## src/rtl/fifo_stream.sv

```systemverilog
// fifo_stream: parametrised synchronous FIFO with valid/ready handshakes on
// both sides, arbitrary depth, fill level, almost-full/almost-empty flags and
// a high-water-mark register.
//
// Optional feature macro: FIFO_STREAM_FALL_THROUGH_EN
//   When defined, a word offered to an empty FIFO is presented on the output
//   in the same cycle.
//   - If the consumer takes it, the word bypasses storage entirely.
//   - If the consumer does not take it, the word is written into storage
//     as usual.
//   When undefined, there is no combinational in-to-out path, and the
//   minimum write-to-read latency is one cycle.
//
// Reset is synchronous and active-high. flush_i clears contents and
// statistics. During the flush cycle both handshakes are forced low.

module fifo_stream #(
    parameter int DATA_WIDTH = 32,
    parameter int DEPTH      = 8,
    parameter int AF_THRESH  = DEPTH - 1,
    parameter int AE_THRESH  = 1,
    localparam int CW        = $clog2(DEPTH + 1)
) (
    input  logic                  clk,
    input  logic                  rst,
    input  logic                  flush_i,
    input  logic                  in_valid_i,
    output logic                  in_ready_o,
    input  logic [DATA_WIDTH-1:0] in_data_i,
    output logic                  out_valid_o,
    input  logic                  out_ready_i,
    output logic [DATA_WIDTH-1:0] out_data_o,
    output logic [CW-1:0]         usage_o,
    output logic                  almost_full_o,
    output logic                  almost_empty_o,
    output logic [CW-1:0]         max_usage_o
);

    // Index width: at least one bit, even for tiny depths.
    localparam int IW = (DEPTH > 2) ? $clog2(DEPTH) : 1;

    localparam logic [CW-1:0] DEPTH_C    = CW'(DEPTH);
    localparam logic [IW-1:0] LAST_IDX_C = IW'(DEPTH - 1);
    localparam logic [31:0]   AF_T_C     = AF_THRESH;
    localparam logic [31:0]   AE_T_C     = AE_THRESH;

    // Advance a buffer index.
    // The wrap is an explicit compare, so non-power-of-two depths work.
    function automatic logic [IW-1:0] next_idx(input logic [IW-1:0] idx);
        logic [IW-1:0] nxt;
        if (idx == LAST_IDX_C) begin
            nxt = {IW{1'b0}};
        end else begin
            nxt = idx + IW'(1);
        end
        return nxt;
    endfunction

    // Storage and state
    logic [DATA_WIDTH-1:0] mem_q [DEPTH];

    logic [IW-1:0] wr_idx_q, wr_idx_d;
    logic [IW-1:0] rd_idx_q, rd_idx_d;
    logic [CW-1:0] count_q,  count_d;
    logic [CW-1:0] max_q,    max_d;

    // Handshake and control signals
    logic        full_s;
    logic        empty_s;
    logic        stored_valid_s;
    logic        bypass_s;
    logic        push_s;
    logic        pop_s;
    logic        ft_take_s;
    logic        wr_en_s;
    logic        rd_en_s;
    logic [31:0] count_ext_s;

    assign full_s         = (count_q == DEPTH_C);
    assign empty_s        = (count_q == {CW{1'b0}});
    assign stored_valid_s = !empty_s && !flush_i;
    assign count_ext_s    = 32'(count_q);

`ifdef FIFO_STREAM_FALL_THROUGH_EN
    // An empty FIFO exposes the incoming word directly.
    assign bypass_s = empty_s && in_valid_i && !flush_i;
`else
    assign bypass_s = 1'b0;
`endif

    // Ready depends only on local state and flush, never on out_ready_i.
    assign in_ready_o  = !full_s && !flush_i;
    assign out_valid_o = stored_valid_s || bypass_s;

    assign push_s    = in_valid_i && in_ready_o;
    assign pop_s     = out_valid_o && out_ready_i;

    // A bypassed word is consumed on the same cycle.
    // It never touches storage, the indices or the count.
    assign ft_take_s = bypass_s && out_ready_i;
    assign wr_en_s   = push_s && !ft_take_s;
    assign rd_en_s   = pop_s && !ft_take_s;

    // Output data mux: stored head, bypassed input, or zero when idle.
    always_comb begin
        out_data_o = {DATA_WIDTH{1'b0}};
        if (stored_valid_s) begin
            out_data_o = mem_q[rd_idx_q];
        end else if (bypass_s) begin
            out_data_o = in_data_i;
        end else begin
            out_data_o = {DATA_WIDTH{1'b0}};
        end
    end

    // Status outputs are compares on the registered count.
    always_comb begin
        usage_o        = count_q;
        max_usage_o    = max_q;
        almost_full_o  = (count_ext_s >= AF_T_C);
        almost_empty_o = (count_ext_s <= AE_T_C);
    end

    // Next-state for the indices and the count.
    // Flush takes priority over any transfer.
    always_comb begin
        wr_idx_d = wr_idx_q;
        rd_idx_d = rd_idx_q;
        count_d  = count_q;
        if (flush_i) begin
            wr_idx_d = {IW{1'b0}};
            rd_idx_d = {IW{1'b0}};
            count_d  = {CW{1'b0}};
        end else begin
            if (wr_en_s) begin
                wr_idx_d = next_idx(wr_idx_q);
            end else begin
                wr_idx_d = wr_idx_q;
            end
            if (rd_en_s) begin
                rd_idx_d = next_idx(rd_idx_q);
            end else begin
                rd_idx_d = rd_idx_q;
            end
            case ({wr_en_s, rd_en_s})
                2'b10:   count_d = count_q + CW'(1);
                2'b01:   count_d = count_q - CW'(1);
                default: count_d = count_q;
            endcase
        end
    end

    // High-water mark: track the running maximum of the next count.
    // It is cleared by flush.
    always_comb begin
        max_d = max_q;
        if (flush_i) begin
            max_d = {CW{1'b0}};
        end else if (count_d > max_q) begin
            max_d = count_d;
        end else begin
            max_d = max_q;
        end
    end

    // Control registers with synchronous reset.
    always_ff @(posedge clk) begin
        if (rst) begin
            wr_idx_q <= {IW{1'b0}};
            rd_idx_q <= {IW{1'b0}};
            count_q  <= {CW{1'b0}};
            max_q    <= {CW{1'b0}};
        end else begin
            wr_idx_q <= wr_idx_d;
            rd_idx_q <= rd_idx_d;
            count_q  <= count_d;
            max_q    <= max_d;
        end
    end

    // Payload storage write.
    // Storage is intentionally left unreset, since its contents are only
    // visible through a valid index range.
    always_ff @(posedge clk) begin
        if (!rst && !flush_i && wr_en_s) begin
            mem_q[wr_idx_q] <= in_data_i;
        end
    end

endmodule

```

## config.mk

```make
export PLATFORM = sky130hd
export DESIGN_NAME = fifo_stream
export DESIGN_NICKNAME = d
export VERILOG_FILES = /design/src/rtl/fifo_stream.sv
export SDC_FILE = /design/constraint.sdc
export NUM_CORES = 1
export LEC_CHECK = 0
export CAP_MARGIN = 0
export CORE_UTILIZATION = 32
export DETAILED_ROUTE_END_ITERATION = 8
export HOLD_SLACK_MARGIN = 0.02
export SYNTH_ARGS = -nofsm -noshare
export SYNTH_HDL_FRONTEND = slang
export SYNTH_SLANG_ARGS = --single-unit
```

## constraint.sdc

```tcl
create_clock -name clk -period 6.5 [get_ports clk]
set_input_delay 1.3 -clock clk [delete_from_list [all_inputs] [get_ports clk]]
set_output_delay 1.3 -clock clk [all_outputs]
set_load 0.02 [all_outputs]
```

==> impl_metrics.tcl <==
set metrics [dict create \
    path_clk_slew_ns 0.06 \
    syn_area_per_cell_um2 20.1 \
    ctsResizeCount 0 \
    io_pins 81 \
    hp-class "flop to flop" \
    startpoint_type "input port" \
    viasPerCell 4.80 \
    crit_fanout 33 \
    syn2layout_area_growth_pct 21.3 \
    fin_util 0.397 \
    grt_use_total 0.131 \
    ir_drop_mv 0.168 \
    ff_latch_area_mm2 0.00804 \
    drc 0 \
    clock.fmax_mhz 209 \
    yosysTopAreaCell "edfxtp_1" \
    place.gp.congestion 0.797 \
    postCtsSetupRepairBufs 0 \
    antenna_found_initial 2 \
    setup_viol 0 \
    maxCapViolCount 0 \
    yosysUniqueCellTypes 41 \
    dieArea_mm2 0.0343 \
    setup_tns_ns 0 \
    multi_input_area_mm2 0.00259 \
    drt_iter0_markers 332 \
    drv_slew 0 \
    yosysTopAreaCellShare 0.717 \
    async_reset_ff_frac 0 \
    wl_per_cell_um 20.1 \
    powerDensity_mw_per_mm2 278 \
    yosysWarnings 0 \
    rsz0062_at_grt "false" \
    clock_sinks 273 \
    grt_start_max_net_pins 65 \
    grt_pass1_vias 5704 \
    worst_slew_pin_slew_ns 1.05 \
    start_util 0.327 \
    synth_flop_cell "edfxtp_1" \
    final_nets 679 \
    cts-htree-levels 1 \
    synth_area_mm2 0.0107 \
    outcome "finished clean" \
    synth_seq_cells 273 \
    die_w_um 185 \
    drt_wl_total_um 21900 \
    grt_pass1_wl_um 33400 \
    cts_tree "yes" \
    cts-root-buf "clkbuf_16" \
    power.leakage_uw 0.00395 \
    rows 66 \
    core_region_area_mm2 0.0328 \
    final_common_cell "edfxtp_1" \
    holdBufCountCts 0 \
    vias 5237 \
    dp_hpwl_um 12600 \
    synth-edff-count 256 \
    drive_above_1_share 0.205 \
    synth_seq_area_share 0.748 \
    synth_cells 533 \
    nFillCells 2933 \
    hold_viol_final 0 \
    worst_hold_slack_ns 0.500 \
    clock_latency_ns 0.53 \
    numCtsBuffers 27 \
    io_buffers 80 \
    min_period_ns 4.78 \
    setup.worst_path.class "input port to primary output" \
    finalCritPeriodShare 0.736 \
    clock_path_buffers 3 \
    diodes 0 \
    dr.pass1.iters 4 \
    mostFrequentLayoutCells "256 x edfxtp_1, 80 x clkdlybuf4s50_1, 64 x mux4_2" \
    cp-end-kind "primary output" \
    crit_arrival_ns 3.48 \
    synth.area.top_cells "edfxtp_1 72%, mux4_2 13%, mux2i_1 3.5%" \
    drtAntennaViolNets 0 \
    syn-num-nets 583 \
    fp.dieH_um 185 \
    grt_overflow 0 \
    relSlewSlack 0.300 \
    fin_skew_ns 0.00828 \
    cp.required_ns 5.20 \
]
## report_power, final
part           switching, µW  total, µW  internal [µW]
Combinational           57.8        105           47.5
Sequential              4.54       1930           1930
Clock                    628       1580            955
## worst paths after layout
kind                       start        endpoint  slack [ns]  depth (start not counted)
setup / recovery         flush_i  out_data_o[28]        1.72                          4
hold / removal    max_usage_o[2]  max_usage_o[2]        0.50                          2
setup reg to reg      usage_o[1]  max_usage_o[0]        2.57                         14
hold reg to reg   max_usage_o[2]  max_usage_o[2]        0.50                          2
## registers in the layout, indices dropped and copies added, names as in the netlist, named ones only
| name | flops |
|---|---|
| max_usage_o | 4 |
| mem_q | 256 |
| rd_idx_q | 3 |
| usage_o | 4 |
| wr_idx_q | 3 |
## final cells by class
class | count | share of cell area
Multi-Input combinational cell | 224 | 0.199
Clock inverter | 19 | 0.0167
Timing Repair Buffer | 92 | 0.0684
Clock buffer | 30 | 0.0528
Sequential cell | 273 | 0.617
Tap cell | 442 | 0.0425
Inverter | 11 | 0.00317
## synthesized netlist by cell type, types with 2 or more instances
cell / count
buf_1: 7
o21ai_0: 3
inv_1: 10
or3_1: 2
nand2_1: 8
nor2b_1: 5
clkbuf_1: 6
nand2b_1: 3
a21oi_1: 6
mux4_2: 64
buf_4: 6
ha_1: 13
nor2_1: 51
buf_2: 5
a211oi_1: 3
nand3b_1: 3
or2_2: 3
nor3_1: 4
mux2i_1: 37
nand3_1: 2
dfxtp_1: 17
edfxtp_1: 256
## logic make-up (layout without fill, tap and decap cells)
logic type	after synthesis	count (layout)	synth area share
AO/OA/AOI/OAI	22	22	0.0135
XOR/XNOR	1	1	0.000817
adder cells (fa/ha/maj)	13	13	0.0152
buffers and inverters	36	152	0.0154
flip-flops	273	273	0.748
multiplexers	102	102	0.170
AND/OR/NAND/NOR	86	86	0.0369
## worst max-delay path: stages
cell	delay [ns]
clkdlybuf4s50_1	0.57
or2_2	0.69
nor2_1	0.27
clkdlybuf4s50_1	0.64
## per-layer routing
metal,wire [µm],GRT usage,vias to the layer above
li1,-,-,2342
met1,9570,0.175,2735
met2,10700,0.221,117
met3,1140,0.0273,39
met4,419,0.0288,4
met5,26,0,-
## stage by stage
step | worst slack (ns) | instances | area [µm²] | power, µW
floorplan | 1.91 | 533 | 10700 | 2010
global placement | 1.68 | 1042 | 12100 | 2070
detailed placement | 1.65 | 1042 | 12100 | 2080
CTS | 1.62 | 1091 | 13000 | 3660
global route | 1.46 | 1091 | 13000 | 3730
finish | 1.72 | 1091 | 13000 | 3620
Power figures use the tool's default switching activity.
